### config.mk
export PLATFORM = sky130hd
export DESIGN_NAME = fiber_tx_sched
export DESIGN_NICKNAME = d
export VERILOG_FILES = /design/src/rtl/fiber_pkg.sv /design/src/rtl/fiber_tx_pick.sv /design/src/rtl/fiber_tx_sched.sv
export SDC_FILE = /design/constraint.sdc
export NUM_CORES = 1
export LEC_CHECK = 0
export ABC_AREA = 1
export ABC_CLOCK_PERIOD_IN_PS = 3100
export CAP_MARGIN = 20
export CORE_AREA = 4 4 327 329
export DETAILED_ROUTE_END_ITERATION = 10
export DIE_AREA = 0 0 331 333
export DONT_BUFFER_PORTS = 1
export REMOVE_ABC_BUFFERS = 1
export SYNTH_ARGS = -nofsm -noshare
export SYNTH_HDL_FRONTEND = slang
export SYNTH_SLANG_ARGS = --single-unit
### constraint.sdc
create_clock -name fiber_clk -period 3.1 [get_ports fiber_clk]
set_input_delay 0.155 -clock fiber_clk [delete_from_list [all_inputs] [get_ports fiber_clk]]
set_output_delay 0.155 -clock fiber_clk [all_outputs]
set_load 0.01 [all_outputs]
### src/rtl/fiber_pkg.sv
// Shared types and constants for the fiber TX frame scheduler.
package fiber_pkg;

    typedef enum logic [1:0] {
        ST_IDLE  = 2'd0,
        ST_SEND  = 2'd1,
        ST_FLUSH = 2'd2,
        ST_GAP   = 2'd3
    } state_t;

    // Source indices on the req/gnt/done vectors
    localparam int SRC_CMD = 0;
    localparam int SRC_DDC = 1;

    localparam int DEF_IFG_CYCLES = 2;
    localparam int DEF_MAX_CONSEC = 4;

    // One-hot vector for a source index
    function automatic logic [1:0] src_onehot(input logic src);
        return src ? 2'b10 : 2'b01;
    endfunction

endpackage

### src/rtl/fiber_tx_pick.sv
// Winner selection between the command and DDC sources, with a
// consecutive-command-grant counter that hands the link to DDC when
// the command path has had MAX_CONSEC grants in a row.
module fiber_tx_pick
    import fiber_pkg::*;
#(
    parameter int MAX_CONSEC = DEF_MAX_CONSEC
) (
    input  logic       i_clk,
    input  logic       i_rst_n,
    input  logic [1:0] i_req,
    input  logic       i_take,
    input  logic       i_take_src,
    output logic       o_any,
    output logic       o_win
);

    logic [7:0] r_consec;
    logic       w_force_ddc;

    // Combinational winner: command wins unless its streak is exhausted and DDC waits
    always_comb begin
        w_force_ddc = (r_consec == 8'(MAX_CONSEC)) && i_req[SRC_DDC];
        o_any       = |i_req;
        if (i_req[SRC_CMD] && !w_force_ddc) begin
            o_win = 1'b0;
        end else if (i_req[SRC_DDC]) begin
            o_win = 1'b1;
        end else begin
            o_win = 1'b0;
        end
    end

    // Streak counter: saturating count of command grants, cleared by a DDC grant
    always_ff @(posedge i_clk or negedge i_rst_n) begin
        if (!i_rst_n) begin
            r_consec <= 8'd0;
        end else if (i_take) begin
            if (i_take_src) begin
                r_consec <= 8'd0;
            end else if (r_consec != 8'(MAX_CONSEC)) begin
                r_consec <= r_consec + 8'd1;
            end
        end
    end

endmodule

### src/rtl/fiber_tx_sched.sv
// Two-source frame scheduler in front of the Aurora 64B/66B TX stream:
// grants one source per frame, muxes it onto the link, generates tlast,
// enforces an inter-frame gap and drains the frame if the channel drops.
module fiber_tx_sched
    import fiber_pkg::*;
#(
    parameter int DATA_W     = 256,
    parameter int LEN_W      = 16,
    parameter int IFG_CYCLES = DEF_IFG_CYCLES,
    parameter int MAX_CONSEC = DEF_MAX_CONSEC
) (
    input  logic              fiber_clk,
    input  logic              rst_n,
    input  logic              channel_up,
    input  logic [1:0]        req,
    input  logic [LEN_W-1:0]  len0,
    input  logic [LEN_W-1:0]  len1,
    input  logic [DATA_W-1:0] s0_tdata,
    input  logic [DATA_W-1:0] s1_tdata,
    input  logic              s0_tvalid,
    input  logic              s1_tvalid,
    output logic [1:0]        s_tready,
    output logic [1:0]        gnt,
    output logic [1:0]        done,
    output logic              abort,
    output logic              len_err,
    output logic [DATA_W-1:0] tx_tdata,
    output logic              tx_tvalid,
    output logic              tx_tlast,
    input  logic              tx_tready,
    output logic [15:0]       frame_cnt
);

    localparam bit         NO_GAP   = (IFG_CYCLES == 0);
    localparam logic [7:0] GAP_LAST = (IFG_CYCLES > 0) ? 8'(IFG_CYCLES - 1) : 8'd0;

    state_t           r_state;
    logic [1:0]       r_gnt;
    logic             r_src;
    logic [LEN_W-1:0] r_beats_left;
    logic [7:0]       r_gap_cnt;
    logic [1:0]       r_done;
    logic             r_abort;
    logic             r_len_err;
    logic [15:0]      r_frame_cnt;

    logic [1:0]       w_req_eff;
    logic             w_any;
    logic             w_win;
    logic [LEN_W-1:0] w_win_len;
    logic             w_take;
    logic             w_svalid;
    logic             w_accept;

    // A source whose done is pulsing still holds req this cycle; hide it so it is not re-served
    always_comb begin
        w_req_eff = req & ~r_done;
        w_win_len = w_win ? len1 : len0;
        w_take    = (r_state == ST_IDLE) && channel_up && w_any && (w_win_len != {LEN_W{1'b0}});
        w_svalid  = r_src ? s1_tvalid : s0_tvalid;
        w_accept  = (r_state == ST_SEND) && w_svalid && tx_tready;
    end

    fiber_tx_pick #(
        .MAX_CONSEC (MAX_CONSEC)
    ) u_pick (
        .i_clk      (fiber_clk),
        .i_rst_n    (rst_n),
        .i_req      (w_req_eff),
        .i_take     (w_take),
        .i_take_src (w_win),
        .o_any      (w_any),
        .o_win      (w_win)
    );

    // Main frame FSM: arbitration, beat countdown, drain on link loss, gap timing, statistics
    always_ff @(posedge fiber_clk or negedge rst_n) begin
        if (!rst_n) begin
            r_state      <= ST_IDLE;
            r_gnt        <= 2'b00;
            r_src        <= 1'b0;
            r_beats_left <= {LEN_W{1'b0}};
            r_gap_cnt    <= 8'd0;
            r_done       <= 2'b00;
            r_abort      <= 1'b0;
            r_len_err    <= 1'b0;
            r_frame_cnt  <= 16'd0;
        end else begin
            r_done    <= 2'b00;
            r_abort   <= 1'b0;
            r_len_err <= 1'b0;
            case (r_state)
                ST_IDLE: begin
                    if (channel_up && w_any) begin
                        if (w_win_len == {LEN_W{1'b0}}) begin
                            r_len_err <= 1'b1;
                            r_done    <= src_onehot(w_win);
                        end else begin
                            r_gnt        <= src_onehot(w_win);
                            r_src        <= w_win;
                            r_beats_left <= w_win_len;
                            r_state      <= ST_SEND;
                        end
                    end
                end
                ST_SEND: begin
                    if (w_accept && (r_beats_left == LEN_W'(1))) begin
                        // Last beat taken: a completed frame even if the link drops now
                        r_done      <= r_gnt;
                        r_gnt       <= 2'b00;
                        r_frame_cnt <= r_frame_cnt + 16'd1;
                        r_gap_cnt   <= GAP_LAST;
                        if (NO_GAP) begin
                            r_state <= ST_IDLE;
                        end else begin
                            r_state <= ST_GAP;
                        end
                    end else if (!channel_up) begin
                        r_beats_left <= r_beats_left - LEN_W'(w_accept);
                        r_state      <= ST_FLUSH;
                    end else if (w_accept) begin
                        r_beats_left <= r_beats_left - LEN_W'(1);
                    end
                end
                ST_FLUSH: begin
                    if (w_svalid) begin
                        if (r_beats_left <= LEN_W'(1)) begin
                            r_done    <= r_gnt;
                            r_abort   <= 1'b1;
                            r_gnt     <= 2'b00;
                            r_gap_cnt <= GAP_LAST;
                            if (NO_GAP) begin
                                r_state <= ST_IDLE;
                            end else begin
                                r_state <= ST_GAP;
                            end
                        end else begin
                            r_beats_left <= r_beats_left - LEN_W'(1);
                        end
                    end
                end
                ST_GAP: begin
                    if (r_gap_cnt == 8'd0) begin
                        r_state <= ST_IDLE;
                    end else begin
                        r_gap_cnt <= r_gap_cnt - 8'd1;
                    end
                end
                default: begin
                    r_state <= ST_IDLE;
                    r_gnt   <= 2'b00;
                end
            endcase
        end
    end

    // Zero-latency datapath mux; link side is idle outside SEND, drain accepts source beats
    always_comb begin
        tx_tdata  = {DATA_W{1'b0}};
        tx_tvalid = 1'b0;
        tx_tlast  = 1'b0;
        s_tready  = 2'b00;
        case (r_state)
            ST_SEND: begin
                tx_tdata  = r_src ? s1_tdata : s0_tdata;
                tx_tvalid = w_svalid;
                tx_tlast  = w_svalid && (r_beats_left == LEN_W'(1));
                s_tready  = r_gnt & {2{tx_tready}};
            end
            ST_FLUSH: begin
                s_tready = r_gnt;
            end
            default: begin
                s_tready = 2'b00;
            end
        endcase
    end

    assign gnt       = r_gnt;
    assign done      = r_done;
    assign abort     = r_abort;
    assign len_err   = r_len_err;
    assign frame_cnt = r_frame_cnt;

endmodule

==> results.py, run 1 <==
metrics = {
    "clocking": {
        "cts_buffer_depth": 2,
        "numCtsBuffers": 9,
        "insertion_delay_ps": 330,
        "root_buffer": "clkbuf_16",
        "clkSinkCount": 57,
        "cts_tree": "done",
        "clk_pin_slew_ps": 60,
        "htreeDepth": 3,
    },
    "drt": {
        "wire_per_inst_um": 29.35,
        "initialDrtViolationCount": 992,
        "drc_errors": 0,
        "ant_nets": 0,
        "avgViaCountPerCell": 3.804,
        "drt-total-wl_um": 84490,
        "vias": 10950,
        "firstDrtPassIters": 8,
    },
    "place": {
        "io_buffer_count": 0,
        "dp_hpwl_um": 74910,
        "dp.cells": 2829,
        "routabilityCongestion": 1.001,
    },
    "worst_setup_path": {
        "worstSetupStartpointType": "flip-flop",
        "r2r_end": "r_beats_left[15]",
        "cp-end-kind": "primary output",
        "reg2reg_setup_slack_ps": 480,
        "cp_data_arrival_time_ps": 2860,
        "cp_max_fo": 216,
        "r2r_start": "r_state[1]",
        "reg2reg_depth": 16,
        "crit_type": "flip-flop to primary output",
        "crit_required_ps": 2940,
    },
    "synthesis": {
        "synth_area_leader_cell": "nor2_1",
        "synth_top_family_by_area": "simple AND/OR/NAND/NOR gates",
        "yosysSeqAreaShare_pct": 18.01,
        "ys_types": 46,
        "synthTopCellsByArea": "nor2_1, dfrtp_1, o21ai_0",
        "synth_top_area_share_pct": 27.48,
        "ys.flop_type": "dfrtp_1",
        "synth-compound-area-share_pct": 21.23,
        "yosys_warnings": 0,
        "synth-simple-area-share_pct": 45.90,
        "synth_area_um2": 7921,
        "synthXorXnorAreaFrac_pct": 3.649,
        "synth-edff-count": 0,
        "ys_seq_elements": 57,
        "synth.avg_cell_area_um2": 5.331,
        "synthMuxAreaShare_pct": 0,
        "postSynthCellCount": 1486,
        "synthAdderAreaFrac_pct": 2.211,
        "async_flop_share_pct": 100.0,
    },
    "layout": {
        "drive_gt1_share_pct": 7.703,
        "final.fill_count": 12210,
        "mostFrequentLayoutCell": "nor2_1",
        "register_area_um2": 1430,
        "fin_cells": 2879,
        "multi_input_area_um2": 5794,
        "final_util_pct": 9.862,
        "mostFrequentLayoutCells": "nor2_1, o21ai_0, nand2_1",
        "synthToLayoutAreaGrowth_pct": 28.86,
        "layout.nets": 2028,
    },
    "sta": {
        "clock_skew_ps": 9.118,
        "fmax_ghz": 0.3319,
        "setup_viol": 0,
        "slew_headroom_pct": 9.417,
        "finalCriticalPeriod_ps": 3013,
        "rsz0062_at_grt": "no",
        "hold_viol_final": 0,
        "maxSlewViolCount": 0,
        "worst_pin_slew_ps": 1359,
        "post-route-period-util_pct": 97.21,
    },
    "pwr": {
        "seq_power_share_pct": 12.1,
        "comb_power_share_pct": 77.8,
        "p_switching_w": 0.006684,
        "ir_drop_uv": 679.1,
        "leakage_nw": 4.285,
        "pwr-share-clk_pct": 10.1,
        "powerDensity_nw_per_um2": 997.9,
        "p_sw_share_pct": 65.63,
        "p_int_w": 0.003501,
    },
    "worst_hold_path": {
        "min_from": "channel_up",
        "hold_depth": 2,
        "hold_end": "len_err",
        "min_path_type": "primary input to flip-flop",
    },
    "die": {
        "fp-row-count": 118,
        "die_w_um": 331,
        "die_area_um2": 110200,
        "start_util_pct": 7.654,
        "ioPinCount": 834,
        "die_height_um": 333,
        "core_um2": 103500,
    },
    "job": {
        "maxCapViolCount": 0,
    },
    "grt": {
        "grt_pass1_wl_um": 103300,
        "gr-total-overflow": 0,
        "grt_usage_pct": 14.24,
        "antenna_found_initial": 100,
        "grt_pass1_vias": 9872,
        "grt_max_degree": 217,
    },
    "status": {
        "status": "completed",
    },
}
==> state kept, by name, summed over array words and instances, names as in the netlist <==
name / count
abort: 1
len_err: 1
r_state: 2
r_beats_left: 16
frame_cnt: 16
gnt: 2
r_gap_cnt: 8
u_pick.r_consec: 8
done: 2
r_src: 1
==> power groups by stage <==
stage | Clock, W | Combinational, W | Sequential (W)
finish | 0.00103 | 0.00792 | 0.00123
detailed placement | 0 | 0.00792 | 0.00124
floorplan | 0 | 0.00455 | 0.00134
CTS | 0.00105 | 0.00798 | 0.00123
global route | 0.00108 | 0.00864 | 0.00126
global placement | 0 | 0.00788 | 0.00124
==> logic make-up after synthesis <==
family	Yosys count
and+or+nand+nor	883
AOI/OAI and AO/OA	323
buffers and inverters	176
DFF	57
xor gates and xnor gates	33
adders and majority gates	14
==> synth_stat cells (4+ instances only) <==
library cell  count
a21oi_1          14
clkbuf_1         89
ha_1             14
a31oi_1           4
nand2_1         183
nor3_1           10
o21ai_0         280
inv_1            71
dfrtp_1          57
xnor2_1           8
clkinv_1          4
nor2_2            6
nand3_1          46
o211ai_1          5
xor2_1           25
buf_6             6
nand4_1          30
nor2_1          580
nor4_1            4
o21ai_1           6
nand2_2           7
==> worst max path at each step <==
| stage | startpoint | endpoint | slack, ps | cells past startpoint |
|---|---|---|---|---|
| after floorplan | r_src | r_src | -6000 | 2 |
| after global placement | r_state[1] | r_beats_left[15] | 500 | 16 |
| after detailed placement | r_state[1] | tx_tdata[176] | 500 | 5 |
| after CTS | r_state[1] | tx_tdata[95] | 140 | 7 |
| after global routing | r_state[1] | tx_tdata[20] | 8 | 5 |
| final | r_state[1] | tx_tdata[56] | 90 | 5 |
==> cell type report <==
type                    count  share of cell area [%]
inverters                  75                   2.832
clock inverters             6                  0.6619
well taps                1380                   16.92
flip-flops and latches     57                   14.01
multi-input cells        1253                   56.77
repair buffers             66                   5.688
clock buffers              10                   2.341
diodes                     32                  0.7845
==> stage by stage <==
step           setup WS (ps)   TNS, ps  hold slack (ps)  total power [W]  cell area [um^2]
4_1_cts                137.0         0            41.52          0.01025             10130
5_1_grt                7.859         0            81.50          0.01098             10140
6_report               86.63         0            49.78          0.01019             10210
3_5_place_dp           498.9         0           -138.9         0.009155              9783
3_3_place_gp           503.0         0           -138.7         0.009117              9783
2_1_floorplan          -6002  -1640350           -140.6         0.005886              7490
==> metal layers <==
metal | share of wire (%) | GRT usage (%) | routed length (um) | up-vias
li1 | - | - | - | 4780
met1 | 37 | 15.83 | 30950 | 5092
met2 | 43 | 22.34 | 36400 | 824
met3 | 17 | 10.08 | 14280 | 193
met4 | 2.9 | 2.771 | 2458 | 62
met5 | 0.48 | 0 | 406 | -
==> repair_timing <==
item	in CTS	in global routing
gates resized for setup	0	1
endpoints found under the hold margin	57	0
endpoints found under the setup margin	0	1
buffers inserted	0	0
hold buffers	2	0
==> worst max-delay path, stage by stage, from the launching register on <==
cell,delay (ps)
dfrtp_1,420
inv_1,150
ha_4,190
buf_12,340
o21ai_0,670
nor2_1,390
(Power assumes the default switching activity.)
==> inputs of run 2 (changes only) <==
Settings changed: REMOVE_ABC_BUFFERS 1 to default.
==> run 2 against run 1 <==
Power up 2.3%. Utilization grew 0.36 points. Maximum frequency increased by 9.1%. Flip-flop and latch count did not move. Worst hold slack gained 4.8 ps. Sequential power about the same. Largest power group unchanged.
==> results.py, run 2 (synthesized netlist as in run 1, its figures left out) <==
metrics = {
    "pwr": {
        "ir_drop_uv": 703.9,
        "leakage_nw": 4.502,
        "powerDensity_nw_per_um2": 985.1,
        "total_power_w": 0.01042,
    },
    "drt": {
        "firstDrtPassIters": 5,
        "maxUsedRoutingLayer": "met5",
        "initialDrtViolationCount": 1280,
        "wire_per_inst_um": 31.26,
        "drc_errors": 0,
        "avgViaCountPerCell": 3.804,
        "vias": 11240,
        "drt-met1-wl_um": 32020,
        "ant_nets": 0,
        "drt-total-wl_um": 92330,
        "wl_met2_um": 39850,
        "wl_met3_um": 16470,
    },
    "sta": {
        "setup-tns-final_ps": 0,
        "post-route-period-util_pct": 89.10,
        "worst_pin_slew_ps": 860.2,
        "hold_viol_final": 0,
        "setup_viol": 0,
        "whs_ps": 54.57,
        "clock_skew_ps": 4.658,
        "finalCriticalPeriod_ps": 2762,
        "slew_headroom_pct": 42.66,
        "worst_slack_ps": 337.8,
        "rsz0062_at_grt": "no",
        "maxSlewViolCount": 0,
        "fmax_ghz": 0.3620,
    },
    "die": {
        "die_area_um2": 110200,
        "die_w_um": 331,
        "start_util_pct": 7.654,
        "fp-row-count": 118,
        "core_um2": 103500,
        "die_height_um": 333,
        "ioPinCount": 834,
    },
    "clocking": {
        "insertion_delay_ps": 330,
        "cts_resized": 0,
        "cts_buffer_depth": 2,
        "post_cts_buffers": 0,
        "clkSinkCount": 57,
        "cts_tree": "done",
        "htreeDepth": 3,
        "numCtsBuffers": 9,
        "clk_pin_slew_ps": 50,
        "root_buffer": "clkbuf_16",
    },
    "layout": {
        "layout.nets": 2068,
        "mostFrequentLayoutCell": "nor2_1",
        "fin_area_um2": 10580,
        "drive_gt1_share_pct": 10.09,
        "final.fill_count": 12220,
        "mostFrequentLayoutCells": "nor2_1, o21ai_0, nand2_1",
        "synthToLayoutAreaGrowth_pct": 33.52,
    },
    "grt": {
        "gr-total-overflow": 0,
        "antenna_found_initial": 137,
        "grt_max_degree": 150,
        "grt_pass1_wl_um": 110900,
        "grt_pass1_vias": 9616,
        "grt_usage_pct": 15.66,
    },
    "place": {
        "dp_hpwl_um": 83960,
        "detailedPlace.worstSlack_ps": 435.7,
        "postPlaceCellArea_um2": 10080,
        "routabilityCongestion": 0.9993,
        "io_buffer_count": 0,
    },
    "worst_setup_path": {
        "crit_required_ps": 2940,
        "cp_data_arrival_time_ps": 2610,
        "cp_max_fo": 149,
        "crit_type": "flip-flop to primary output",
        "cp-end-kind": "primary output",
        "worstSetupStartpointType": "flip-flop",
    },
    "worst_hold_path": {
        "min_path_type": "primary input to flip-flop",
    },
    "status": {
        "status": "completed",
    },
    "synthesis": {
        "syn-num-nets": 2052,
    },
    "job": {
        "maxCapViolCount": 0,
    },
}
[run 2: through the flow]
step,std cells,util (%)
floorplan,1486,-
global placement,2869,9.743
detailed placement,2869,9.743
CTS,2887,10.06
global route,2894,10.07
finish,2954,10.22
[run 2: path summary, 6_finish.rpt]
kind	endpoint	from	slack (ps)	cells past startpoint
max reg2reg	r_beats_left[0]	done[1]	410	15
max	tx_tdata[191]	r_state[1]	340	6
min reg2reg	u_pick.r_consec[7]	u_pick.r_consec[7]	540	2
min in group asynchronous	u_pick.r_consec[3]	rst_n	370	2
max in group asynchronous	r_src	rst_n	2440	2
min	len_err	channel_up	50	2
[run 2: metal layers]
layer  GRT usage, %  up-vias
met3          12.69      259
li1               -     4907
met1          16.42     5128
met4          3.298       94
met5              0        -
met2          24.47      848
[run 2: worst max-delay path, stage by stage (launching register included)]
cell and delay, ps:
dfrtp_1 410, inv_1 150, ha_4 230, buf_12 250, o21ai_0 410, nor2_1 320
buf_4 230
[run 2: final cells by class]
class	count	area, um^2	area share (%)
antenna	67	167.7	1.585
clock buffer	10	229.0	2.165
clock inverter	6	58.81	0.5560
inverter	75	289.0	2.733
multi-input combinational	1253	5794	54.79
sequential	57	1430	13.52
tap	1380	1727	16.33
timing repair buffer	106	880.8	8.328
[run 2: report_power, final]
group	total, W	internal [W]	switching (W)
clock	0.000963	0.000616	0.000347
combinational	0.00822	0.00209	0.00613
sequential	0.00124	0.000960	0.000278
[run 2: what timing repair did]
action,4_1_cts,5_1_grt
hold buffers,2,0
endpoints found under the hold margin,57,0
endpoints found under the setup margin,0,0
